[config.mk]
export PLATFORM = sky130hd
export DESIGN_NAME = ov5640_capture
export DESIGN_NICKNAME = d
export VERILOG_FILES = /design/src/rtl/ov5640_capture.sv
export SDC_FILE = /design/constraint.sdc
export NUM_CORES = 1
export LEC_CHECK = 0
export BUFFER_PORTS_ARGS = -buffer_cell sky130_fd_sc_hd__buf_2
export CORE_MARGIN = 8
export CORE_UTILIZATION = 54
export DETAILED_ROUTE_END_ITERATION = 16
export PLACE_DENSITY = 0.84
export SLEW_MARGIN = 15
export SYNTH_ARGS = -nofsm -noshare
export SYNTH_HDL_FRONTEND = slang
export SYNTH_SLANG_ARGS = --single-unit
[constraint.sdc]
create_clock -name clk -period 2.1 [get_ports clk]
set_input_delay 0.63 -clock clk [delete_from_list [all_inputs] [get_ports clk]]
set_output_delay 0.63 -clock clk [all_outputs]
set_load 0.03 [all_outputs]
[src/rtl/ov5640_capture.sv]
// ----------------------------------------------------------------------------
// ov5640_capture
//   DVP capture front end for the OV5640 sensor. Registers the 8-bit parallel
//   bus in the PCLK domain, pairs consecutive bytes within an HREF window into
//   RGB565 pixels, and blanks the output stream until WAIT_FRAMES vsync rising
//   edges have been seen after reset (sensor register settling).
//
//   Optional feature: define OV5640_CAPTURE_SIZE_CHECK_EN to build the
//   line-length / frame-height checker driving size_err. When undefined,
//   size_err is tied low and the rest of the block is cycle-identical.
//
// Ports
//   clk              in   sensor pixel clock (rising edge)
//   rst              in   asynchronous active-high reset
//   cam_vsync        in   sensor VSYNC, active high
//   cam_href         in   sensor HREF, active high
//   cam_data[7:0]    in   sensor data bus
//   cmos_frame_vsync out  registered VSYNC gated by frame_ok
//   cmos_frame_href  out  registered HREF gated by frame_ok
//   cmos_frame_valid out  one-cycle strobe, cmos_wr_data holds a pixel
//   cmos_wr_data     out  RGB565 pixel {first byte, second byte}
//   frame_ok         out  high once WAIT_FRAMES frames have been skipped
//   size_err         out  sticky line-length / frame-height mismatch
// ----------------------------------------------------------------------------
module ov5640_capture #(
  parameter int WAIT_FRAMES = 10,
  parameter int H_ACTIVE    = 1280,
  parameter int V_ACTIVE    = 720
) (
  input  logic        clk,
  input  logic        rst,
  input  logic        cam_vsync,
  input  logic        cam_href,
  input  logic [7:0]  cam_data,
  output logic        cmos_frame_vsync,
  output logic        cmos_frame_href,
  output logic        cmos_frame_valid,
  output logic [15:0] cmos_wr_data,
  output logic        frame_ok,
  output logic        size_err
);

  localparam logic [7:0] WAIT_CNT = 8'(WAIT_FRAMES);

  logic        vs_d0_q, vs_d1_q, hr_d0_q;
  logic [7:0]  dat_d0_q;
  logic [7:0]  skip_cnt_q, skip_cnt_d;
  logic        frame_ok_q, frame_ok_d;
  logic        byte_flag_q, byte_flag_d;
  logic [7:0]  hi_q, hi_d;
  logic [15:0] wr_data_q, wr_data_d;
  logic        valid_q, valid_d;
  logic        vsync_q, vsync_d;
  logic        href_q, href_d;
  logic        vs_rise;
  logic        pair_done;

  assign vs_rise   = vs_d0_q & ~vs_d1_q;
  // Second byte of a pair only counts while HREF is still high; an odd
  // trailing byte leaves byte_flag set into the blanking cycle and is dropped.
  assign pair_done = byte_flag_q & hr_d0_q;

  always_comb begin
    skip_cnt_d  = skip_cnt_q;
    frame_ok_d  = frame_ok_q;
    byte_flag_d = 1'b0;
    hi_d        = hi_q;
    wr_data_d   = wr_data_q;
    valid_d     = 1'b0;

    if (WAIT_FRAMES == 0) begin
      frame_ok_d = 1'b1;
    end else if (vs_rise && (skip_cnt_q != WAIT_CNT)) begin
      skip_cnt_d = skip_cnt_q + 8'd1;
      if (skip_cnt_d == WAIT_CNT) frame_ok_d = 1'b1;
    end

    if (hr_d0_q) byte_flag_d = ~byte_flag_q;
    if (!byte_flag_q) hi_d = dat_d0_q;
    if (pair_done) begin
      wr_data_d = {hi_q, dat_d0_q};
      valid_d   = frame_ok_q;
    end

    vsync_d = frame_ok_q & vs_d0_q;
    href_d  = frame_ok_q & hr_d0_q;
  end

  always_ff @(posedge clk or posedge rst) begin
    if (rst) begin
      vs_d0_q     <= 1'b0;
      vs_d1_q     <= 1'b0;
      hr_d0_q     <= 1'b0;
      dat_d0_q    <= 8'h00;
      skip_cnt_q  <= 8'h00;
      frame_ok_q  <= 1'b0;
      byte_flag_q <= 1'b0;
      hi_q        <= 8'h00;
      wr_data_q   <= 16'h0000;
      valid_q     <= 1'b0;
      vsync_q     <= 1'b0;
      href_q      <= 1'b0;
    end else begin
      vs_d0_q     <= cam_vsync;
      vs_d1_q     <= vs_d0_q;
      hr_d0_q     <= cam_href;
      dat_d0_q    <= cam_data;
      skip_cnt_q  <= skip_cnt_d;
      frame_ok_q  <= frame_ok_d;
      byte_flag_q <= byte_flag_d;
      hi_q        <= hi_d;
      wr_data_q   <= wr_data_d;
      valid_q     <= valid_d;
      vsync_q     <= vsync_d;
      href_q      <= href_d;
    end
  end

  assign cmos_frame_vsync = vsync_q;
  assign cmos_frame_href  = href_q;
  assign cmos_frame_valid = valid_q;
  assign cmos_wr_data     = wr_data_q;
  assign frame_ok         = frame_ok_q;

`ifdef OV5640_CAPTURE_SIZE_CHECK_EN
  logic        hr_d1_q;
  logic [15:0] pix_cnt_q, pix_cnt_d;
  logic [15:0] line_cnt_q, line_cnt_d;
  logic        err_q, err_d;
  logic        hr_fall;

  assign hr_fall = hr_d1_q & ~hr_d0_q;

  // Line check is resolved before the frame check so that a line ending in
  // the same cycle as a vsync edge is included in the line count.
  always_comb begin
    pix_cnt_d  = pix_cnt_q;
    line_cnt_d = line_cnt_q;
    err_d      = err_q;
    if (valid_d) pix_cnt_d = pix_cnt_q + 16'd1;
    if (hr_fall) begin
      if (frame_ok_q && (pix_cnt_q != 16'(H_ACTIVE))) err_d = 1'b1;
      pix_cnt_d  = 16'd0;
      line_cnt_d = line_cnt_q + 16'd1;
    end
    if (vs_rise) begin
      if (frame_ok_q && (line_cnt_d != 16'(V_ACTIVE))) err_d = 1'b1;
      line_cnt_d = 16'd0;
    end
  end

  always_ff @(posedge clk or posedge rst) begin
    if (rst) begin
      hr_d1_q    <= 1'b0;
      pix_cnt_q  <= 16'd0;
      line_cnt_q <= 16'd0;
      err_q      <= 1'b0;
    end else begin
      hr_d1_q    <= hr_d0_q;
      pix_cnt_q  <= pix_cnt_d;
      line_cnt_q <= line_cnt_d;
      err_q      <= err_d;
    end
  end

  assign size_err = err_q;
`else
  assign size_err = 1'b0;
`endif

endmodule

==> results.sh, run 1 <==
export IMPL_status="finished, final reports clean"
export IMPL_final_max_slew_viol_count=0
export IMPL_postSynthCellCount=128
export IMPL_drtPass1Iterations=4
export IMPL_synth_area_per_cell_sq_um=14.72
export IMPL_die_area_sq_um=5636
export IMPL_synth_net_count=143
export IMPL_synth_top_area_share_pct=63.75
export IMPL_grt_pass1_vias=1187
export IMPL_slowest_delay_ns=0.49
export IMPL_cts_sinks=48
export IMPL_io_pins=33
export IMPL_clock_latency_ns=0.34
export IMPL_endpoint_kind="primary output"
export IMPL_final_area_sq_um=2166
export IMPL_ir_worst_vdd_mv=0.5952
export IMPL_cp_cell_sequence="buf_2"
export IMPL_via_count=1085
export IMPL_routed_wl_mm=3.237
export IMPL_die_y_um=75.07
export IMPL_crit_buf_inv=1
export IMPL_start_util_pct=56.47
export IMPL_port_buffers=31
export IMPL_tritoncts="yes"
export IMPL_powerDensity_nw_per_um2=1075
export IMPL_cp_arrival_ns=1.08
export IMPL_dr_first_iter_drc_count=59
export IMPL_die_x_um=75.07
export IMPL_power_leakage_uw=0.0009875
export IMPL_relSlewSlack_pct=55.80
export IMPL_synth_top_area_cell="dfrtp_1"
export IMPL_grt_max_degree=26
export IMPL_timing_fmax_ghz=0.5862
export IMPL_wire_per_inst_um=15.34
export IMPL_start_kind="flip-flop"
export IMPL_rows=21
export IMPL_grt_ovfl_total=0
export IMPL_synth_seq_cells=48
export IMPL_drive_gt1_share_pct=43.03
export IMPL_yosys_warnings=0
export IMPL_final_nets=179
export IMPL_syn_area_sq_um=1884
export IMPL_cp_max_fo=7
export IMPL_htree_levels=2
export IMPL_finalPower_uw=2328
export IMPL_pre_cts_ws_ns=0.5689
export IMPL_synth_cell_types=33
export IMPL_final_setup_tns_ns=0
export IMPL_hpwl_mm=2.477
export IMPL_crit_family="flip-flops"
export IMPL_postCtsHoldBufs=0
export IMPL_critical_path_slowest_cell="dfrtp_1"
export IMPL_fin_crit_ns=1.706
export IMPL_worst_slack_ns=0.3940
export IMPL_viasPerCell=5.142
export IMPL_cts_buffers=5
export IMPL_gp_congestion=0.8850
export IMPL_fillers=274
export IMPL_hold_viol=0
export IMPL_rsz0062_at_grt="false"
export IMPL_ctsRootBufferMaster="clkbuf_4"
export IMPL_maxCapViolCount=0
export IMPL_clock_path_buffers=2
export IMPL_core_area_sq_um=3337
export IMPL_area_growth_syn_to_layout_pct=14.94
export IMPL_post_cts_setup_buffers=0
export IMPL_place_area_sq_um=2103
export IMPL_synth_seq_area_share_pct=63.75
export IMPL_grt_total_usage_pct=13.42
export IMPL_antennaDiodeCount=0
export IMPL_utilization_pct=64.90
export IMPL_clkSlewWorstSetupHoldPaths_ns=0.13
export IMPL_setup_violations=0
export IMPL_grt_pass1_wl_mm=5.713
export IMPL_crit_required_ns=1.47
export IMPL_hold_class="in2async"
export IMPL_antenna_found_initial=0
export IMPL_post_cts_resized=0
export IMPL_synthTopCellsByArea="dfrtp_1 64%, mux2_2 14%, xnor2_1 3.3%"
export IMPL_max_slew_worst_pin_slew_ns=0.6614
export IMPL_fin_crit_sh_pct=81.24
export IMPL_postRouteAntennaNets=0
export IMPL_skew_ns=0.007209
export IMPL_drc=0
export IMPL_path_class="reg2out"
-- registers in the layout, summed over array words and instances (netlist names), 8 cells and up --
name          count
cmos_wr_data     16
dat_d0_q          8
hi_q              8
skip_cnt_q        8
-- final cells by class --
type                            count  area [sq um]  area share, %
Timing Repair Buffer               33         182.7          8.434
Tap cell                           46         57.56          2.657
Multi-Input combinational cell     73         650.6          30.04
Clock inverter                      1         7.507         0.3466
Clock buffer                        7         55.05          2.542
Sequential cell                    48          1201          55.46
Inverter                            3         11.26         0.5199
-- cells in the mapped netlist, drive strengths merged --
master  instances
and2            4
dfrtp          48
nor4b           1
conb            1
mux2           24
xnor2           7
clkbuf          1
o21a            1
o21ai           2
nand2           5
a41oi           2
and3            1
nor2b           2
a21oi           1
a211oi          1
nor2            5
or3             1
nand2b          1
nand4           2
a311oi          1
nor3            1
nand3           3
ha              3
xor2            2
inv             3
buf             3
a31oi           2
-- placed cells by master, fill, tap and decap left out, types with 2 or more instances in the layout --
| cell | count |
|---|---|
| dfrtp_1 | 48 |
| buf_2 | 31 |
| mux2_2 | 24 |
| xnor2_1 | 7 |
| nand2_1 | 5 |
| nor2_1 | 5 |
| clkbuf_4 | 5 |
| ha_1 | 3 |
| inv_1 | 2 |
| and2_1 | 2 |
| nor2b_1 | 2 |
| nand3_1 | 2 |
| o21ai_0 | 2 |
| xor2_1 | 2 |
| nand4_1 | 2 |
-- path summary, 6_finish.rpt --
check	from	to	slack, ns	cells after the start
max in group asynchronous	rst	skip_cnt_q[5]	1.29	3
max reg2reg	skip_cnt_q[1]	frame_ok	0.56	5
min	rst	cmos_wr_data[4]	0.31	2
min in group clk	cam_data[4]	dat_d0_q[4]	0.39	1
max	frame_ok	frame_ok	0.39	1
min reg2reg	vs_d0_q	vs_d1_q	0.44	0
-- cells by family (layout without fill, tap and decap cells) --
group	count (synthesis)	count (layout)	synth area share (%)
adders and majority gates	3	3	1.992
other	1	1	0.1990
and+or+nand+nor	26	26	8.699
xor gates and xnor gates	9	9	4.184
DFF	48	48	63.74
AOI/OAI and AO/OA	10	10	5.113
muxes	24	24	14.34
buffers and inverters	7	44	1.726
-- layer usage --
layer / global-route usage, % / share of wire, %
met5: 0 / 0
met2: 22.26 / 51
met4: 3.913 / 0.49
met1: 16.43 / 43
met3: 3.862 / 5.7
-- through the flow --
stage / std cells / hold slack, ns
2_1_floorplan: 128 / 0.3808
3_3_place_gp: 203 / 0.3936
3_5_place_dp: 203 / 0.4175
4_1_cts: 211 / 0.3175
5_1_grt: 211 / 0.3433
6_report: 211 / 0.3084
-- where the power goes --
group / internal (uW) / switching, uW / total [uW]
Clock: 164 / 268 / 433
Sequential: 1070 / 167 / 1240
Combinational: 276 / 379 / 655
Total: 1510 / 815 / 2330
No activity file was read; power rests on OpenSTA's default activity.
==> inputs of run 2 (changes only) <==
Settings changed: CORE_UTILIZATION 54 to 49, PLACE_DENSITY 0.84 to 0.81.
Clock period 2.1 ns to 1.5 ns, I/O delays scaled along.
==> results.sh, run 2 (same netlist as run 1, synthesis figures left out) <==
export IMPL_place_inst=206
export IMPL_rsz0062_at_grt="false"
export IMPL_setup_violations=0
export IMPL_worst_slack_ns=0.09334
export IMPL_grt_pass1_vias=1198
export IMPL_postCtsHoldBufs=0
export IMPL_pre_cts_ws_ns=-0.009698
export IMPL_post_cts_setup_buffers=0
export IMPL_rows=22
export IMPL_via_count=1066
export IMPL_critical_path_slowest_cell="dfrtp_2"
export IMPL_gp_congestion=0.9117
export IMPL_tritoncts="yes"
export IMPL_antennaDiodeCount=0
export IMPL_die_y_um=78.01
export IMPL_antenna_found_initial=0
export IMPL_cts_buffers=5
export IMPL_timing_fmax_ghz=0.7109
export IMPL_io_pins=33
export IMPL_grt_pass1_wl_mm=5.464
export IMPL_crit_family="flip-flops"
export IMPL_powerDensity_nw_per_um2=1559
export IMPL_area_growth_syn_to_layout_pct=18.46
export IMPL_start_kind="flip-flop"
export IMPL_final_setup_tns_ns=0
export IMPL_crit_buf_inv=1
export IMPL_die_area_sq_um=6086
export IMPL_routed_wl_mm=3.165
export IMPL_cp_max_fo=7
export IMPL_drtPass1Iterations=3
export IMPL_hpwl_mm=2.283
export IMPL_final_nets=180
export IMPL_drive_gt1_share_pct=46.99
export IMPL_cts_sinks=48
export IMPL_finalPower_uw=3481
export IMPL_clock_path_buffers=2
export IMPL_port_buffers=31
export IMPL_largest_reg_flops=16
export IMPL_cp_arrival_ns=0.96
export IMPL_viasPerCell=4.981
export IMPL_layout_commonest_cell="dfrtp_1"
export IMPL_fin_crit_sh_pct=93.78
export IMPL_post_cts_resized=1
export IMPL_ir_worst_vdd_mv=0.9225
export IMPL_grt_ovfl_total=0
export IMPL_clock_latency_ns=0.30
export IMPL_mostFrequentLayoutCells="44 x dfrtp_1, 31 x buf_2, 24 x mux2_2"
export IMPL_path_class="reg2out"
export IMPL_die_x_um=78.01
export IMPL_start_util_pct=51.09
export IMPL_drc=0
export IMPL_cp_cell_sequence="buf_2"
export IMPL_skew_ns=0.004208
export IMPL_maxCapViolCount=0
export IMPL_wire_per_inst_um=14.79
export IMPL_crit_required_ns=1.05
export IMPL_clkSlewWorstSetupHoldPaths_ns=0.08
export IMPL_dr_first_iter_drc_count=25
export IMPL_hold_viol=0
export IMPL_htree_levels=2
export IMPL_core_area_sq_um=3689
export IMPL_grt_max_degree=49
export IMPL_grt_total_usage_pct=11.19
export IMPL_slowest_delay_ns=0.44
export IMPL_final_max_slew_viol_count=0
export IMPL_fillers=303
export IMPL_ctsRootBufferMaster="clkbuf_8"
export IMPL_endpoint_kind="primary output"
export IMPL_fin_crit_ns=1.407
export IMPL_final_cells=214
export IMPL_status="finished, final reports clean"
export IMPL_power_leakage_uw=0.0009955
export IMPL_postRouteAntennaNets=0
export IMPL_hold_class="in2async"
-- run 2: cell count changes in the layout (fill, tap and decap cells not counted), sizes merged --
cell | before | now
clkinvlp | 1 | 3
buf | 33 | 34
inv | 3 | 2
clkbuf | 7 | 6
-- run 2: layer usage --
layer	up-vias	part of all wire (%)	wire, um	global-route usage, %
met1	531	40	1267	11.48
met3	5	5.7	180	4.784
met2	21	53	1665	19.72
met4	0	1.6	51	4.444
li1	509	-	-	-
met5	-	0	0	0
-- run 2: worst paths after layout --
path,startpoint,end,slack (ns),cells after the start
worst min register to register,vs_d0_q,vs_d1_q,0.43,0
worst max register to register,skip_cnt_q[0],frame_ok,0.11,5
worst max-delay path,frame_ok,frame_ok,0.09,1
worst min-delay path,rst,skip_cnt_q[3],0.20,3
max in group asynchronous,rst,frame_ok,1.08,3
min in group clk,cam_data[4],dat_d0_q[4],0.25,1
-- run 2: through the flow --
step	hold slack, ns	utilization (%)	instance area [sq um]
after CTS	0.2024	60.11	2217
after floorplan	0.3808	-	1888
after detailed placement	0.4116	57.39	2117
after global routing	0.2069	60.52	2232
after global placement	0.4089	57.39	2117
final	0.1969	60.52	2232
-- run 2: cell type report --
cell class	instances	area, sq um	area share (%)
flip-flops and latches	48	1206	54.04
multi-input cells	73	663.1	29.71
repair buffers	34	190.2	8.520
clock buffers	6	82.58	3.700
well taps	48	60.06	2.691
clock inverters	2	15.01	0.6726
inverters	3	15.01	0.6726
-- run 2: report_power, final --
group,leakage (uW),switching [uW],internal (uW),total (uW)
Combinational,0.000378,534,405,939
Clock,0.0000434,411,373,783
Sequential,0.000574,245,1510,1760
Total,0.000996,1190,2290,3480
==> inputs of run 3 (changes only) <==
Settings changed: CAP_MARGIN set to 25, SETUP_SLACK_MARGIN set to 0.5, SLEW_MARGIN 15 to 20.
==> results.sh, run 3 (same netlist as run 1, synthesis figures left out) <==
export IMPL_status="finished, final reports clean"
export IMPL_drive_gt1_share_pct=66.50
export IMPL_start_util_pct=51.09
export IMPL_path_class="reg2reg"
export IMPL_clock_latency_ns=0.31
export IMPL_skew_ns=0.004963
export IMPL_die_x_um=78.01
export IMPL_rows=22
export IMPL_postRouteAntennaNets=0
export IMPL_grt_pass1_vias=1396
export IMPL_grt_total_usage_pct=14.61
export IMPL_crit_buf_inv=0
export IMPL_hpwl_mm=2.345
export IMPL_routed_wl_mm=5.220
export IMPL_reg2reg_depth=5
export IMPL_viasPerCell=5.465
export IMPL_gp_congestion=0.8381
export IMPL_ir_worst_vdd_mv=1.166
export IMPL_place_inst=205
export IMPL_via_count=1339
export IMPL_rsz0062_at_grt="true"
export IMPL_reg2reg_slack_ns=0.09
export IMPL_finalPower_uw=4325
export IMPL_area_growth_syn_to_layout_pct=50.93
export IMPL_grt_max_degree=35
export IMPL_clkSlewWorstSetupHoldPaths_ns=0.08
export IMPL_grt_pass1_wl_mm=6.962
export IMPL_cp_max_fo=6
export IMPL_tritoncts="yes"
export IMPL_cts_buffers=5
export IMPL_wire_per_inst_um=21.31
export IMPL_r2r_start="skip_cnt_q[1]"
export IMPL_grt_ovfl_total=0
export IMPL_timing_fmax_ghz=0.7116
export IMPL_endpoint_kind="flip-flop"
export IMPL_drtPass1Iterations=4
export IMPL_crit_family="compound AO/OA/AOI/OAI gates"
export IMPL_antenna_found_initial=0
export IMPL_power_leakage_uw=0.001363
export IMPL_largest_reg_flops=16
export IMPL_fin_crit_sh_pct=93.69
export IMPL_maxCapViolCount=0
export IMPL_hold_viol=0
export IMPL_port_buffers=31
export IMPL_cp_cell_sequence="ha_4, nand2_4, o21a_1, a311oi_2, a211oi_2"
export IMPL_dr_first_iter_drc_count=106
export IMPL_powerDensity_nw_per_um2=1521
export IMPL_final_nets=212
export IMPL_final_setup_tns_ns=0
export IMPL_ctsRootBufferMaster="clkbuf_8"
export IMPL_die_y_um=78.01
export IMPL_setup_violations=0
export IMPL_io_pins=33
export IMPL_core_area_sq_um=3689
export IMPL_hold_class="in2async"
export IMPL_drc=0
export IMPL_fin_crit_ns=1.405
export IMPL_crit_required_ns=1.69
export IMPL_cp_arrival_ns=1.59
export IMPL_fillers=205
export IMPL_critical_path_slowest_cell="dfrtp_2"
export IMPL_start_kind="flip-flop"
export IMPL_htree_levels=2
export IMPL_mostFrequentLayoutCells="37 x dfrtp_1, 27 x buf_6, 24 x buf_4"
export IMPL_layout_commonest_cell="dfrtp_1"
export IMPL_r2r_end="frame_ok"
export IMPL_antennaDiodeCount=0
export IMPL_cts_sinks=48
export IMPL_die_area_sq_um=6086
export IMPL_final_max_slew_viol_count=0
export IMPL_slowest_delay_ns=0.48
export IMPL_final_cells=245
export IMPL_clock_path_buffers=2
## run 3: layer usage
metal / vias to the layer above / wire length (um) / GRT usage (%)
met5: - / 0 / 0
met4: 0 / 138 / 6.296
met3: 12 / 258 / 5.923
met2: 49 / 2789 / 23.64
met1: 708 / 2034 / 16.81
li1: 570 / - / -
## run 3: worst max-delay path by stage
stage / start / end / cells after the start
final: skip_cnt_q[1] / frame_ok / 5
after global routing: skip_cnt_q[1] / frame_ok / 5
after CTS: frame_ok / frame_ok / 1
after detailed placement: skip_cnt_q[2] / frame_ok / 4
after global placement: skip_cnt_q[2] / frame_ok / 4
after floorplan: skip_cnt_q[7] / frame_ok / 4
## run 3: area by class of cell
| cell class | instances | area [sq um] | area share [%] |
|---|---|---|---|
| sequential | 48 | 1215 | 42.72 |
| clock inverter | 1 | 8.758 | 0.3080 |
| clock buffer | 6 | 82.58 | 2.904 |
| multi-input combinational | 74 | 863.3 | 30.36 |
| tap | 48 | 60.06 | 2.112 |
| inverter | 3 | 15.01 | 0.5279 |
| timing repair buffer | 65 | 599.3 | 21.07 |
## run 3: power breakdown
part	total, uW	switching (uW)	internal (uW)
registers	1820	297	1520
logic	1710	788	922
clock network	797	429	368
## run 3: repair_timing
action,in CTS,in global routing
resized for setup,69,17
buffers inserted,18,13
pin swaps,13,8
gates cloned,1,1
setup endpoints to repair,53,53
hold buffers,0,0
## run 3: per-stage QoR
step	instance area, sq um	setup WS, ns	utilization (%)	hold slack (ns)
final	2844	0.09465	77.10	0.1189
after global routing	2844	0.03143	77.10	0.1406
after CTS	2649	0.1719	71.81	0.1244
after detailed placement	2181	0.1011	59.12	0.4121
after global placement	2181	0.1546	59.12	0.4023
after floorplan	1986	0.2560	-	0.3808
